[config.mk]
export PLATFORM = sky130hd
export DESIGN_NAME = rgb_fade_pwm_flat
export DESIGN_NICKNAME = d
export VERILOG_FILES = /design/src/rtl/rgb_fade_pwm_if.sv /design/src/rtl/rgb_fade_pwm.sv /design/src/flat_wrapper.sv
export SDC_FILE = /design/constraint.sdc
export NUM_CORES = 1
export LEC_CHECK = 0
export CAP_MARGIN = 25
export CORE_UTILIZATION = 42
export CTS_CLUSTER_SIZE = 40
export DETAILED_ROUTE_END_ITERATION = 16
export PLACE_DENSITY = 0.61
export SYNTH_ARGS = -nofsm -noshare
export SYNTH_HDL_FRONTEND = slang
export SYNTH_SLANG_ARGS = --single-unit
[constraint.sdc]
create_clock -name clk -period 5.1 [get_ports clk]
set_input_delay 1.275 -clock clk [delete_from_list [all_inputs] [get_ports clk]]
set_output_delay 1.275 -clock clk [all_outputs]
set_load 0.02 [all_outputs]
[src/rtl/rgb_fade_pwm_if.sv]
// Colour request in, PWM LED drive / fade status out, between pattern stage and pins.
// Latency: none, wires only; no backpressure, all signals are plain levels.
interface rgb_fade_pwm_if #(
    parameter int PWM_BITS = 8
);
    logic [2:0]          color_in;
    logic [2:0]          led;
    logic                busy;
    logic [PWM_BITS-1:0] level;

    modport master (output color_in, input led, input busy, input level);
    modport slave  (input color_in, output led, output busy, output level);
endinterface

[src/rtl/rgb_fade_pwm.sv]
// RGB LED PWM driver: fades brightness up on a new colour, down before removing it.
// Latency: colour->S_UP 1 cycle, pwm/level->led 1 cycle; no backpressure, colour is a level input.
// Optional RGB_GAMMA_EN squares the brightness for a perceptually linear duty.
module rgb_fade_pwm #(
    parameter int PWM_BITS    = 8,
    parameter int STEP_CYCLES = 390625
) (
    input  logic          clk,
    input  logic          rst_n,
    rgb_fade_pwm_if.slave bus
);
    localparam int STEP_W = (STEP_CYCLES > 1) ? $clog2(STEP_CYCLES) : 1;
    localparam logic [PWM_BITS-1:0] MAX  = '1;
    localparam logic [STEP_W-1:0]   LAST = STEP_W'(STEP_CYCLES - 1);

    typedef enum logic [1:0] {S_OFF, S_UP, S_ON, S_DOWN} state_t;

    state_t              state_q, state_d;
    logic [PWM_BITS-1:0] level_q, level_d;
    logic [2:0]          color_cur_q, color_cur_d;
    logic [PWM_BITS-1:0] pwm_cnt_q, pwm_cnt_d;
    logic [STEP_W-1:0]   step_cnt_q, step_cnt_d;
    logic [2:0]          led_q, led_d;
    logic                busy_q, busy_d;
    logic                tick;
    logic [PWM_BITS-1:0] duty_eff;

    assign tick = (step_cnt_q == LAST);

`ifdef RGB_GAMMA_EN
    logic [2*PWM_BITS-1:0] level_sq;
    always_comb begin
        level_sq = {{PWM_BITS{1'b0}}, level_q} * {{PWM_BITS{1'b0}}, level_q};
        duty_eff = (level_q == MAX) ? MAX : level_sq[2*PWM_BITS-1:PWM_BITS];
    end
`else
    always_comb begin
        duty_eff = level_q;
    end
`endif

    always_comb begin
        state_d     = state_q;
        level_d     = level_q;
        color_cur_d = color_cur_q;
        pwm_cnt_d   = pwm_cnt_q + 1'b1;
        step_cnt_d  = tick ? '0 : step_cnt_q + 1'b1;

        // A colour change always wins over a pending tick: level holds that cycle.
        case (state_q)
            S_OFF: begin
                level_d = '0;
                if (bus.color_in != 3'b000) begin
                    color_cur_d = bus.color_in;
                    state_d     = S_UP;
                end
            end
            S_UP: begin
                if (bus.color_in != color_cur_q) begin
                    state_d = S_DOWN;
                end else if (tick && level_q != MAX) begin
                    level_d = level_q + 1'b1;
                    if (level_d == MAX) state_d = S_ON;
                end
            end
            S_ON: begin
                level_d = MAX;
                if (bus.color_in != color_cur_q) state_d = S_DOWN;
            end
            S_DOWN: begin
                if (level_q == '0) begin
                    state_d     = S_OFF;
                    color_cur_d = 3'b000;
                end else if (tick) begin
                    level_d = level_q - 1'b1;
                    if (level_d == '0) begin
                        state_d     = S_OFF;
                        color_cur_d = 3'b000;
                    end
                end
            end
            default: state_d = S_OFF;
        endcase

        busy_d = (state_d == S_UP) || (state_d == S_DOWN);

        for (int i = 0; i < 3; i++) begin
            led_d[i] = color_cur_q[i] & ((duty_eff == MAX) || (pwm_cnt_q < duty_eff));
        end
    end

    always_ff @(posedge clk) begin
        if (!rst_n) begin
            state_q     <= S_OFF;
            level_q     <= '0;
            color_cur_q <= 3'b000;
            pwm_cnt_q   <= '0;
            step_cnt_q  <= '0;
            led_q       <= 3'b000;
            busy_q      <= 1'b0;
        end else begin
            state_q     <= state_d;
            level_q     <= level_d;
            color_cur_q <= color_cur_d;
            pwm_cnt_q   <= pwm_cnt_d;
            step_cnt_q  <= step_cnt_d;
            led_q       <= led_d;
            busy_q      <= busy_d;
        end
    end

    assign bus.led   = led_q;
    assign bus.busy  = busy_q;
    assign bus.level = level_q;
endmodule

[src/flat_wrapper.sv]
// flat-port wrapper written by rule: the top's interface ports become plain ports
module rgb_fade_pwm_flat 
#(
    parameter int PWM_BITS    = 8,
    parameter int STEP_CYCLES = 390625
)
  (clk, rst_n, bus_color_in, bus_led, bus_busy, bus_level);
  rgb_fade_pwm_if #(.PWM_BITS(PWM_BITS)) bus_i ();
  input  logic clk;
  input  logic rst_n;
  input wire logic [$bits(bus_i.color_in)-1:0] bus_color_in;
  output wire logic [$bits(bus_i.led)-1:0] bus_led;
  output wire logic [$bits(bus_i.busy)-1:0] bus_busy;
  output wire logic [$bits(bus_i.level)-1:0] bus_level;
  assign bus_i.color_in = bus_color_in;
  assign bus_led = bus_i.led;
  assign bus_busy = bus_i.busy;
  assign bus_level = bus_i.level;
  rgb_fade_pwm #(.PWM_BITS(PWM_BITS), .STEP_CYCLES(STEP_CYCLES)) u_core (.clk(clk), .rst_n(rst_n), .bus(bus_i));
endmodule
Yosys cells after proc, flatten, opt, wreduce, memory -nomap -nowiden

Index checks and enable logic that the tools add are counted.
W data, S select, Z words.

Add/sub/neg operators: 4
Order comparisons: 1
Equal/unequal tests: 17
Multiplexer cells: 19
Bitwise operators: 4
Reductions and logical operators: 11

Operators with widths:

| cell                    | number |
|---|---|
| $mux W8                 | 4 |
| $pmux W8 S4             | 1 |
| $add A19 B1 Y19 const B | 1 |
| $eq A19 B19 Y1 const B  | 1 |
| $add A8 B1 Y8 const B   | 2 |
| $eq A8 B8 Y1 const B    | 2 |
| $logic_not A8 Y1        | 2 |
| $mux W2                 | 8 |
| $mux W3                 | 4 |
| $lt A8 B8 Y1            | 1 |
| $ne A8 B8 Y1 const B    | 1 |
| $pmux W2 S4             | 1 |
| $reduce_and A4 Y1       | 2 |
| $sub A8 B1 Y8 const B   | 1 |
| $eq A2 B2 Y1 const B    | 3 |
| $ne A2 B1 Y1 const B    | 3 |
| $ne A3 B1 Y1 const B    | 2 |
| $pmux W3 S2             | 1 |
| $eq A2 B1 Y1 const B    | 2 |
| $ne A2 B2 Y1 const B    | 2 |
| $and A1 B1 Y1           | 3 |
| $ne A3 B3 Y1            | 1 |
| $reduce_bool A3 Y1      | 1 |
| $logic_not A2 Y1        | 1 |
| 5 further kinds         | 6 |

Register bits: 44
Bits of input ports: 5
Output and inout bits: 12
Logic and storage cells: 63

Longest topological paths before layout

Gate-level depths: netlist of the first run.

Depth in word-level cells: 8
Depth in mapped cells: 10
Depth with buffers taken out: 8

Least setup slack after synthesis of the first run

Ideal clock, no wire load.

Path type: input to register
Start point: input port bus_color_in[2]
End point: register u_core.level_q[2] (netlist: u_core.bus.level[2])
Library setup time: 0.086 ns
Data arrival time: 2.435 ns
Data required time: 5.014 ns
Setup slack: 2.580 ns
Cell stages on the path: 7
Buffers on the path: 1
Cell sequence: xnor2_1 > nand3_1 > o22a_1 > o21ai_2 > buf_6 > o221ai_1 > a211oi_1

Longest elaborated chain between the ends: 3

Ends and longest elaborated chain:

| element                            | RTL line            | source |
|---|---|---|
| from (decl)                        | flat_wrapper.sv:11  | `input wire logic [$bits(bus_i.color_in)-1:0] bus_color_in;` |
| $ne A3 B3 Y1                       | rgb_fade_pwm.sv:59  | `if (bus.color_in != color_cur_q) begin` |
| $ne A2 B2 Y1 (no source line)      | --                  |  |
| $reduce_and A4 Y1 (no source line) | --                  |  |
| to (signal assigned)               | rgb_fade_pwm.sv:103 | `level_q <= level_d;` |
| to (decl)                          | rgb_fade_pwm.sv:19  | `logic [PWM_BITS-1:0] level_q, level_d;` |

Every way passes these cells.
A chain may end at the register's enable or synchronous reset.

==> summary.md, run 1 <==
| Metric | Value |
|---|---|
| Outcome | complete, no violations |
| I/O Buffers | 16 |
| Synth unique cells | 55 |
| Met3 usage | roughly 3.4% |
| First-pass GRT wire length | just under 10000 um |
| Fin crit share | between 60% and 70% |
| Met2 Track Usage GR | around 28% |
| Switching portion of total power | between 30% and 40% |
| Fin util | between 40% and 50% |
| Clk buf depth | 2 |
| Unrepaired setup endpoints after global routing | no |
| Non-Filler Instances | between 400 and 500 |
| Async SR Flop Fraction | 0% |
| #FFs+latches synth | 44 |
| # setup viols final | 0 |
| Inserted Diodes | 0 |
| Final hold vios | 0 |
| DR iter-0 viols | 191 |
| EDFF count, synth | 0 |
| Dpl ws | 1.459 ns |
| Initial Utilization | a little over two fifths |
| Htree depth | 2 |
| Max Cap Viol | 0 |
| Resized Gates After CTS | 0 |
| Core area | around 6000 um^2 |
| CTS Root Cell | clkbuf_8 |
| Share of total power in the clock network | 21.7% |
| Vias in the first global route | between 1500 and 2000 |
| Die Ht | between 80 and 90 um |
| Register area | 880.8 um^2 |
| Initial antenna violation count | 0 |
| Setup TNS | 0 ns |
| CP arrival | around 3.6 ns |
| DRT Wirelength | around 6000 um |
| Hold Crit Class | reg -> reg |
| CP max stage delay | about 0.79 ns |
| Num CTS Buffers | 5 |
| Critical path's top delay family | buffers and inverters |
| Worst IR Drop VDD | about 0.20 mV |
| FILL cells | 600 |
| Sw Pwr | between 400 and 500 uW |
| CTS Hold Buffers Added | 0 |
| Critical Path Start | rst_n |
| GR peak layer | met1 |
| Critical path peak fanout | 20 |
| YS warnings | 0 |
| Nets@finish | 347 |
| Gate power share | a little under two fifths |
| Max-slew violation count | 0 |
| Largest net degree at the start of global routing | 23 |
| Synth Net Count | 340 |
| Worst Setup Slack, final | around 1.8 ns |
| Number of buffers added for setup after CTS | 0 |
| Buf/Inv on CP | 2 |
| Cell Area, Placed | roughly 2800 um^2 |
| Post-synthesis cell count | approximately 320 |
| DP HPWL | ~4100 um |
| Sequential area share after synthesis | 33.72% |
| Critical path class | in -> reg |
| WL/cell | between 10 and 15 um |
| CTS clk-pin slew, worst paths | 0.08 ns |
| CP cell instances | clkdlybuf4s50_1 > inv_1 > a2111oi_0 > nand2_1 > o21ai_0 |
| Met1 GRT Util | between 20 and 30% |
| I/O pin count | 17 |
| CTS sink cnt | 44 |
| Power per standard cell area | about 400 nW/um^2 |
| Finished Cell Area | 2892 um^2 |
| Worst slew pin tran | 0.8054 ns |
| Clk_skew | between 0.008 and 0.009 ns |
| Cell-internal power | roughly 700 uW |
| GP Congestion | between 0.8 and 0.9 |
| Sequential share of power | around two fifths |
| Worst-Skew Late Latency | 0.29 ns |
| Placed cells | slightly below 400 |
| Chip Width | about 81 um |
| GRT Overall Usage | 19.42% |
| Avg Inst Size Synth | between 8 and 9 um^2 |
| Share of layout cells above drive strength 1 | 3.976% |
| Grt ovf | 0 |
| Mapped cell area | about 2600 um^2 |
| First-pass iteration count of the detailed router | 4 |
| Crit. End Element | register |
| CTS tree | yes |
| Routed Antenna Nets | 0 |
| Primary FF master, synth | dfxtp_1 |
| Worst endpoint required time | about 5.3 ns |
| Minimum clock period | 3.345 ns |
| Via density | about 5.7 |
| Leak Pwr | 0.9906 nW |
| Critical path startpoint category | input port |
| Multi-input logic area | ~1600 um^2 |
| Area Overhead vs Synth | 10.68% |
| Row cnt | 28 |
| Startpoint of the worst hold path | u_core.pwm_cnt_q[0] |
| CP max-delay cell | clkdlybuf4s50_1 |
| Die area | between 6000 and 7000 um^2 |
| Fmax | approximately 0.30 GHz |
| Reg2reg start | u_core.bus.level[0] |
| Slew Limit Headroom | 46.23% |
| DRC Markers | 0 |
| Via count | around 2300 |
[cells in the final DEF, fill, tap and decap left out, types with 2 or more instances in the layout]
cell type	Yosys	routed
nand3_1	21	21
and4_1	4	4
o21a_1	4	4
a21oi_1	7	7
o32ai_1	3	3
o221ai_1	2	2
o21ai_1	3	3
o22ai_1	3	3
nor4b_1	2	2
o21ai_0	19	19
a21boi_0	2	2
nand4_1	7	7
inv_1	13	13
a211o_1	2	2
mux2i_1	3	3
xnor2_1	15	15
nor2_1	41	41
a32oi_1	2	2
nor3_1	6	6
nand3b_1	2	2
and3_1	6	6
nor4_1	4	4
clkbuf_8	0	5
a31oi_1	4	4
ha_1	14	14
dfxtp_1	44	44
nand2_1	26	26
clkdlybuf4s50_1	0	16
o211ai_1	5	5
a211oi_1	4	4
xor2_1	15	15
[power by group through the flow]
stage | logic (mW) | clock network [mW] | registers (mW)
2_1_floorplan | 0.334 | 0 | 0.448
3_3_place_gp | 0.418 | 0 | 0.486
3_5_place_dp | 0.418 | 0 | 0.485
4_1_cts | 0.421 | 0.258 | 0.476
5_1_grt | 0.468 | 0.271 | 0.488
6_report | 0.424 | 0.250 | 0.479
[cell usage after synthesis, drive strengths merged (2+ instances only)]
cell type,count,area [um^2]
o31ai,2,33.78
a211o,2,17.52
inv,14,52.55
ha,14,175.2
nor2,41,153.9
mux2i,3,30.03
o21ai,23,118.9
a31oi,4,25.02
nand2,26,97.59
o22ai,3,18.77
nand4,7,43.79
o32ai,3,26.28
o21a,4,30.03
o221ai,2,17.52
or4,2,18.77
nor4,4,25.02
and4,4,35.03
nand3,21,105.1
nor4b,2,17.52
a21oi,7,35.03
xnor2,15,131.4
o211ai,5,37.54
a21boi,2,15.01
nand3b,2,15.01
dfxtp,44,880.8
a211oi,4,30.03
nor3,6,30.03
buf,7,40.03
and3,6,37.54
clkbuf,9,33.78
a32oi,2,17.52
xor2,15,131.4
[worst reg2reg max path: stages (launching register included)]
cell	delay, ns
dfxtp_1	0.68
inv_1	0.25
ha_1	0.36
or4b_1	0.25
nor4_1	0.09
o22a_1	0.22
o21ai_2	0.49
o221ai_1	0.23
a211oi_1	0.30
[logic make-up (layout without fill, tap and decap cells)]
logic type	Yosys count	count (layout)	synth area share [%]
simple gates	124	124	23.04
compound gates	74	74	19.92
flops	44	44	33.72
buf+inv	31	37	4.980
xor+xnor	30	30	10.06
fa+ha+maj	14	14	6.705
mux	4	4	1.580
[state kept, by name, indices dropped and copies added (netlist names)]
register            count
u_core.pwm_cnt_q        8
u_core.state_q          2
u_core.step_cnt_q      19
u_core.color_cur_q      3
u_core.bus.level        8
u_core.bus.led          3
u_core.bus.busy         1
[path summary, 6_finish.rpt]
kind	endpoint	slack [ns]	depth (start not counted)
setup reg to reg	u_core.bus.level[2]	2.13	8
setup / recovery	u_core.bus.led[0]	1.75	5
hold reg to reg	u_core.pwm_cnt_q[0]	0.47	1
hold / removal	u_core.pwm_cnt_q[0]	0.47	1
[per-layer routing]
| metal | up-vias | wire (um) | part of all wire (%) |
|---|---|---|---|
| met5 | - | 0 | 0 |
| li1 | 1171 | - | - |
| met3 | 8 | 246 | 4.1 |
| met2 | 65 | 2527 | 42 |
| met1 | 1063 | 3117 | 52 |
| met4 | 0 | 76 | 1.3 |
[area by class of cell]
class / count / share of cell area [%]
Clock inverter: 1 / 1.039
Sequential cell: 44 / 30.46
Tap cell: 75 / 3.245
Timing Repair Buffer: 16 / 5.539
Clock buffer: 5 / 2.380
Multi-Input combinational cell: 246 / 55.39
Inverter: 15 / 1.947
[through the flow]
| stage | power, mW | hold WS (ns) |
|---|---|---|
| finish | 1.153 | 0.4664 |
| global route | 1.227 | 0.5209 |
| CTS | 1.156 | 0.4732 |
| detailed placement | 0.9031 | 0.4517 |
| global placement | 0.9048 | 0.4580 |
| floorplan | 0.7825 | 0.4221 |
(Power assumes the default switching activity.)
==> run 2: changes to the inputs <==
PLACE_DENSITY = 0.63   (was 0.61)
clock period = 3 ns   (was 5.1 ns; I/O delays follow)
==> summary.md, run 2 (same netlist as run 1, synthesis figures left out) <==
| Metric | Value |
|---|---|
| Largest net degree at the start of global routing | 20 (-13%) |
| First-pass iteration count of the detailed router | 5 (+1) |
| Die area | 6540 um^2 (unchanged) |
| Inserted Diodes | 0 (unchanged) |
| Nets@finish | 359 (+3.5%) |
| CTS Root Cell | clkbuf_8 |
| Max-slew violation count | 0 (unchanged) |
| CP arrival | 2.87 ns (-0.69 ns) |
| Vias in the first global route | 2076 (+5.3%) |
| Htree depth | 2 (unchanged) |
| GRT Overall Usage | 20.02% (+0.60 points) |
| Minimum clock period | about 2.7 ns |
| Critical path startpoint category | register |
| Critical path class | reg -> reg |
| First-pass GRT wire length | 10140 um (+3.9%) |
| Share of total power in the clock network | 22.9% (+1.2 points) |
| Num CTS Buffers | 5 (unchanged) |
| Via density | 5.767 (+0.49%) |
| Commonest non-fill, non-tap cell in the layout | dfxtp_1 |
| Number of buffers added for setup after CTS | 0 (unchanged) |
| Critical Path Start | u_core.bus.level[0] |
| Switching portion of total power | 39.52% (+0.72 points) |
| Final hold vios | 0 (unchanged) |
| WL/cell | 14.74 um (-0.71%) |
| Die Ht | 80.87 um (unchanged) |
| Initial Utilization | 43.87% (unchanged) |
| DP HPWL | 4376 um (+5.5%) |
| Unrepaired setup endpoints after global routing | no |
| Worst-Skew Late Latency | 0.30 ns (about the same) |
| Crit. End Element | register |
| CTS tree | yes |
| CTS clk-pin slew, worst paths | 0.09 ns (about the same) |
| DR iter-0 viols | 247 (+29%) |
| FILL cells | 581 (-3.2%) |
| Slew Limit Headroom | 59.21% (+13 points) |
| CTS sink cnt | 44 (unchanged) |
| Routed Antenna Nets | 0 (unchanged) |
| Hold Crit Class | reg -> reg |
| Worst slew pin tran | 0.6104 ns (-0.1950 ns) |
| Power per standard cell area | 689.7 nW/um^2 (+73%) |
| Resized Gates After CTS | 0 (unchanged) |
| Leak Pwr | 1.056 nW (+6.6%) |
| Worst endpoint required time | 3.20 ns (-2.11 ns) |
| Via count | 2399 (+4.0%) |
| CTS Hold Buffers Added | 0 (unchanged) |
| Fin crit share | 89.03% |
| I/O Buffers | 16 (unchanged) |
| Row cnt | 28 (unchanged) |
| Clk_skew | 0.008514 ns (+0.00004138 ns) |
| Worst IR Drop VDD | 0.2911 mV (+48%) |
| Share of layout cells above drive strength 1 | 7.918% (+3.9 points) |
| Startpoint of the worst hold path | u_core.pwm_cnt_q[0] |
| Sw Pwr | 817.4 uW (+83%) |
| # setup viols final | 0 (unchanged) |
| Initial antenna violation count | 0 (unchanged) |
| Max Cap Viol | 0 (unchanged) |
| Cell-internal power | 1.251 mW (+77%) |
| Area Overhead vs Synth | 14.80% |
| Register area | 880.8 um^2 (unchanged) |
| Clk buf depth | 2 (unchanged) |
| Commonest non-fill, non-tap cells in the layout | dfxtp_1 (44), nor2_1 (41), nand2_1 (26) |
| Multi-input logic area | 1602 um^2 (unchanged) |
| Most flops, register | u_core.step_cnt_q |
| Grt ovf | 0 (unchanged) |
| Fmax | around 0.37 GHz |
| Gate power share | 40.6% (+3.8 points) |
| Sequential share of power | 36.5% (-5.0 points) |
| Outcome | complete, no violations |
| Core area | 5956 um^2 (unchanged) |
| Critical path peak fanout | 10 (-50%) |
| Number of flip-flops in the largest register | 19 (unchanged) |
| Hold WS | 0.4670 ns (+0.0006420 ns) |
| Chip Width | 80.87 um (unchanged) |
| Reg2reg start | u_core.bus.level[0] |
| Setup TNS | 0 ns (unchanged) |
| DRT Wirelength | 6132 um (+2.7%) |
| I/O pin count | 17 (unchanged) |
| GP Congestion | 0.9164 (+3.7%) |
| DRC Markers | 0 (unchanged) |
[run 2: metal layers]
metal	global-route usage (%)	part of all wire [%]
met1	29.05	50
met2	29.33	43
met3	3.371	4.8
met4	7.321	1.8
met5	0	0
[run 2: final cells by class]
| class | instances | share of cell area [%] |
|---|---|---|
| timing repair buffer | 28 | 8.344 |
| inverter | 15 | 1.877 |
| clock inverter | 3 | 1.585 |
| clock buffer | 5 | 2.295 |
| tap | 75 | 3.129 |
| multi-input combinational | 246 | 53.40 |
| sequential | 44 | 29.37 |
[run 2: path summary, 6_finish.rpt]
kind                         endpoint  slack, ns  depth (start not counted)
setup / recovery  u_core.bus.level[4]       0.33                          8
hold / removal    u_core.pwm_cnt_q[0]       0.47                          1
setup reg to reg  u_core.bus.level[4]       0.33                          8
hold reg to reg   u_core.pwm_cnt_q[0]       0.47                          1
[run 2: power groups by stage]
stage               Combinational [mW]  Clock, mW  Sequential [mW]
CTS                              0.828      0.489            0.752
finish                           0.839      0.474            0.755
floorplan                        0.568          0            0.762
global placement                 0.820          0            0.765
global route                     0.917      0.508            0.767
detailed placement               0.822          0            0.766
[run 2: metrics by stage]
stage	setup WS [ns]	power [mW]	util, %	instance area [um^2]	instances
finish	0.3291	2.068	50.36	2999	416
global route	0.2010	2.192	50.36	2999	416
CTS	0.4097	2.069	50.36	2999	416
detailed placement	0.2762	1.588	48.40	2883	408
global placement	0.3197	1.585	48.40	2883	408
floorplan	0.5552	1.330	-	2613	321
[run 2: worst max-delay path: stages, from the launching register on]
cell and delay, ns:
dfxtp_1 0.32, inv_1 0.19, ha_1 0.31, or4b_1 0.56, nor4_1 0.37, o22a_1 0.22
o21ai_2 0.16, a21boi_0 0.21, a32o_1 0.23
==> run 3: changes to the inputs <==
CORE_MARGIN = 10   (was not set)
PLACE_DENSITY = not set   (was 0.63)
==> summary.md, run 3 (same netlist as run 1, synthesis figures left out) <==
| Metric | Value |
|---|---|
| Setup TNS | 0 ns (unchanged) |
| Die area | 9775 um^2 (+49%) |
| Htree depth | 2 (unchanged) |
| Nets@finish | 356 (-0.84%) |
| Worst slew pin tran | 0.7797 ns (+0.1694 ns) |
| Worst Setup Slack, final | 0.4071 ns (+0.07804 ns) |
| Share of layout cells above drive strength 1 | 7.101% (-0.82 points) |
| Cell Area, Placed | 2860 um^2 (-0.78%) |
| First-pass GRT wire length | 10530 um (+3.9%) |
| Inserted Diodes | 0 (unchanged) |
| FILL cells | 581 (unchanged) |
| Final hold vios | 0 (unchanged) |
| Via density | 5.622 (-2.5%) |
| Largest net degree at the start of global routing | 21 (+5.0%) |
| Commonest non-fill, non-tap cell in the layout | dfxtp_1 |
| Core area | 5991 um^2 (+0.59%) |
| Critical path peak fanout | 14 (+4) |
| Leak Pwr | 1.024 nW (-3.1%) |
| Max-slew violation count | 0 (unchanged) |
| Clk buf depth | 2 (unchanged) |
| Grt ovf | 0 (unchanged) |
| I/O Buffers | 16 (unchanged) |
| Number of buffers added for setup after CTS | 0 (unchanged) |
| Worst IR Drop VDD | 0.3435 mV (+18%) |
| Chip Width | 98.87 um (+22%) |
| DRC Markers | 0 (unchanged) |
| DP HPWL | 4500 um (+2.8%) |
| Vias in the first global route | 2148 (+3.5%) |
| Initial antenna violation count | 0 (unchanged) |
| Dpl ws | 0.2950 ns (+0.01881 ns) |
| Commonest non-fill, non-tap cells in the layout | dfxtp_1 (44), nor2_1 (41), nand2_1 (26) |
| CP cell instances | inv_1 > ha_1 > or4b_1 > nor4_1 > o22a_1 > o21ai_2 > buf_4 > a21boi_0 > a32o_1 |
| Fin crit share | 86.43% (-2.6 points) |
| CP max stage delay | 0.51 ns (-0.05 ns) |
| Unrepaired setup endpoints after global routing | no |
| R2r setup slk | 0.41 ns (+0.08 ns) |
| # setup viols final | 0 (unchanged) |
| DR iter-0 viols | 219 (-11%) |
| Num CTS Buffers | 5 (unchanged) |
| Finished Cell Area | 2953 um^2 (-1.5%) |
| Row cnt | 28 (unchanged) |
| I/O pin count | 17 (unchanged) |
| CTS Hold Buffers Added | 0 (unchanged) |
| Worst-Skew Late Latency | 0.30 ns (about the same) |
| Power per standard cell area | 662.1 nW/um^2 (-4.0%) |
| Max Cap Viol | 0 (unchanged) |
| Number of flip-flops in the largest register | 19 (unchanged) |
| DRT Wirelength | 6199 um (+1.1%) |
| Hold Crit Class | reg -> reg |
| CTS tree | yes |
| Critical path class | reg -> reg |
| GP Congestion | 0.8682 (-5.3%) |
| CTS clk-pin slew, worst paths | 0.09 ns (about the same) |
| Minimum clock period | 2.593 ns (-0.07804 ns) |
| Area Overhead vs Synth | 13.03% |
| Most flops, register | u_core.step_cnt_q |
| Outcome | complete, no violations |
| Slew Limit Headroom | 46.67% (-13 points) |
| Fmax | 0.3857 GHz (+3.0%) |
| Crit. End Element | register |
| CP max-delay cell | or4b_1 |
| First-pass iteration count of the detailed router | 5 (unchanged) |
| Clk_skew | 0.01221 ns (+0.003698 ns) |
| CTS Root Cell | clkbuf_8 |
| GRT Overall Usage | 12.54% (-7.5 points) |
| Initial Utilization | 43.61% (-0.26 points) |
| CTS sink cnt | 44 (unchanged) |
| Die Ht | 98.87 um (+22%) |
| CP arrival | 2.79 ns (-0.08 ns) |
| Critical path startpoint category | register |
| Routed Antenna Nets | 0 (unchanged) |
| Worst endpoint required time | 3.19 ns (about the same) |
| Resized Gates After CTS | 0 (unchanged) |
| WL/cell | 15.01 um (+1.8%) |
| Via count | 2322 (-3.2%) |
## run 3: changes by cell type in the layout (fill, tap and decap cells not counted), sizes merged
| cell | change |
|---|---|
| bufinv | -1 |
| clkinv | -1 |
| clkinvlp | +2 |
| buf | -3 |
## run 3: worst max-delay path, delay by kind of cell, from the launching register on
family / cells / cell delay [ns]
compound gates: 4 / 0.65
buf+inv: 2 / 0.40
simple gates: 2 / 0.83
fa+ha+maj: 1 / 0.19
flops: 1 / 0.42
## run 3: power by group
part | total (mW) | leakage (nW) | internal, mW | switching (mW)
sequential | 0.759 | 0.358 | 0.647 | 0.112
clock | 0.378 | 0.0404 | 0.165 | 0.213
combinational | 0.819 | 0.625 | 0.346 | 0.473
total | 1.96 | 1.02 | 1.16 | 0.797
## run 3: path summary, 6_finish.rpt
path	to	from	depth (start not counted)
worst min register to register	u_core.pwm_cnt_q[0]	u_core.pwm_cnt_q[0]	1
worst min-delay path	u_core.pwm_cnt_q[0]	u_core.pwm_cnt_q[0]	1
worst max register to register	u_core.bus.level[4]	u_core.bus.level[0]	9
worst max-delay path	u_core.bus.level[4]	u_core.bus.level[0]	9
## run 3: metal layers
metal,wire length [um],track usage [%],vias up,part of all wire [%]
li1,-,-,1183,-
met1,2892,15.92,1066,47
met2,2884,20.24,69,47
met3,369,3.073,4,6.0
met4,53,3.969,0,0.85
met5,0,0,-,0
## run 3: cell type report
type	count	area (um^2)	share of cell area, %
multi-input cells	246	1602	54.24
flip-flops and latches	44	880.8	29.83
repair buffers	25	227.7	7.712
well taps	75	93.84	3.178
clock buffers	5	68.82	2.331
inverters	15	56.30	1.907
clock inverters	3	23.77	0.8051
## run 3: through the flow
| stage | hold slack, ns | std cells | util, % | power (mW) |
|---|---|---|---|---|
| 2_1_floorplan | 0.4221 | 321 | - | 1.330 |
| 3_3_place_gp | 0.4472 | 405 | 47.74 | 1.586 |
| 3_5_place_dp | 0.4532 | 405 | 47.74 | 1.583 |
| 4_1_cts | 0.4747 | 413 | 49.29 | 1.971 |
| 5_1_grt | 0.4981 | 413 | 49.29 | 2.099 |
| 6_report | 0.4623 | 413 | 49.29 | 1.955 |
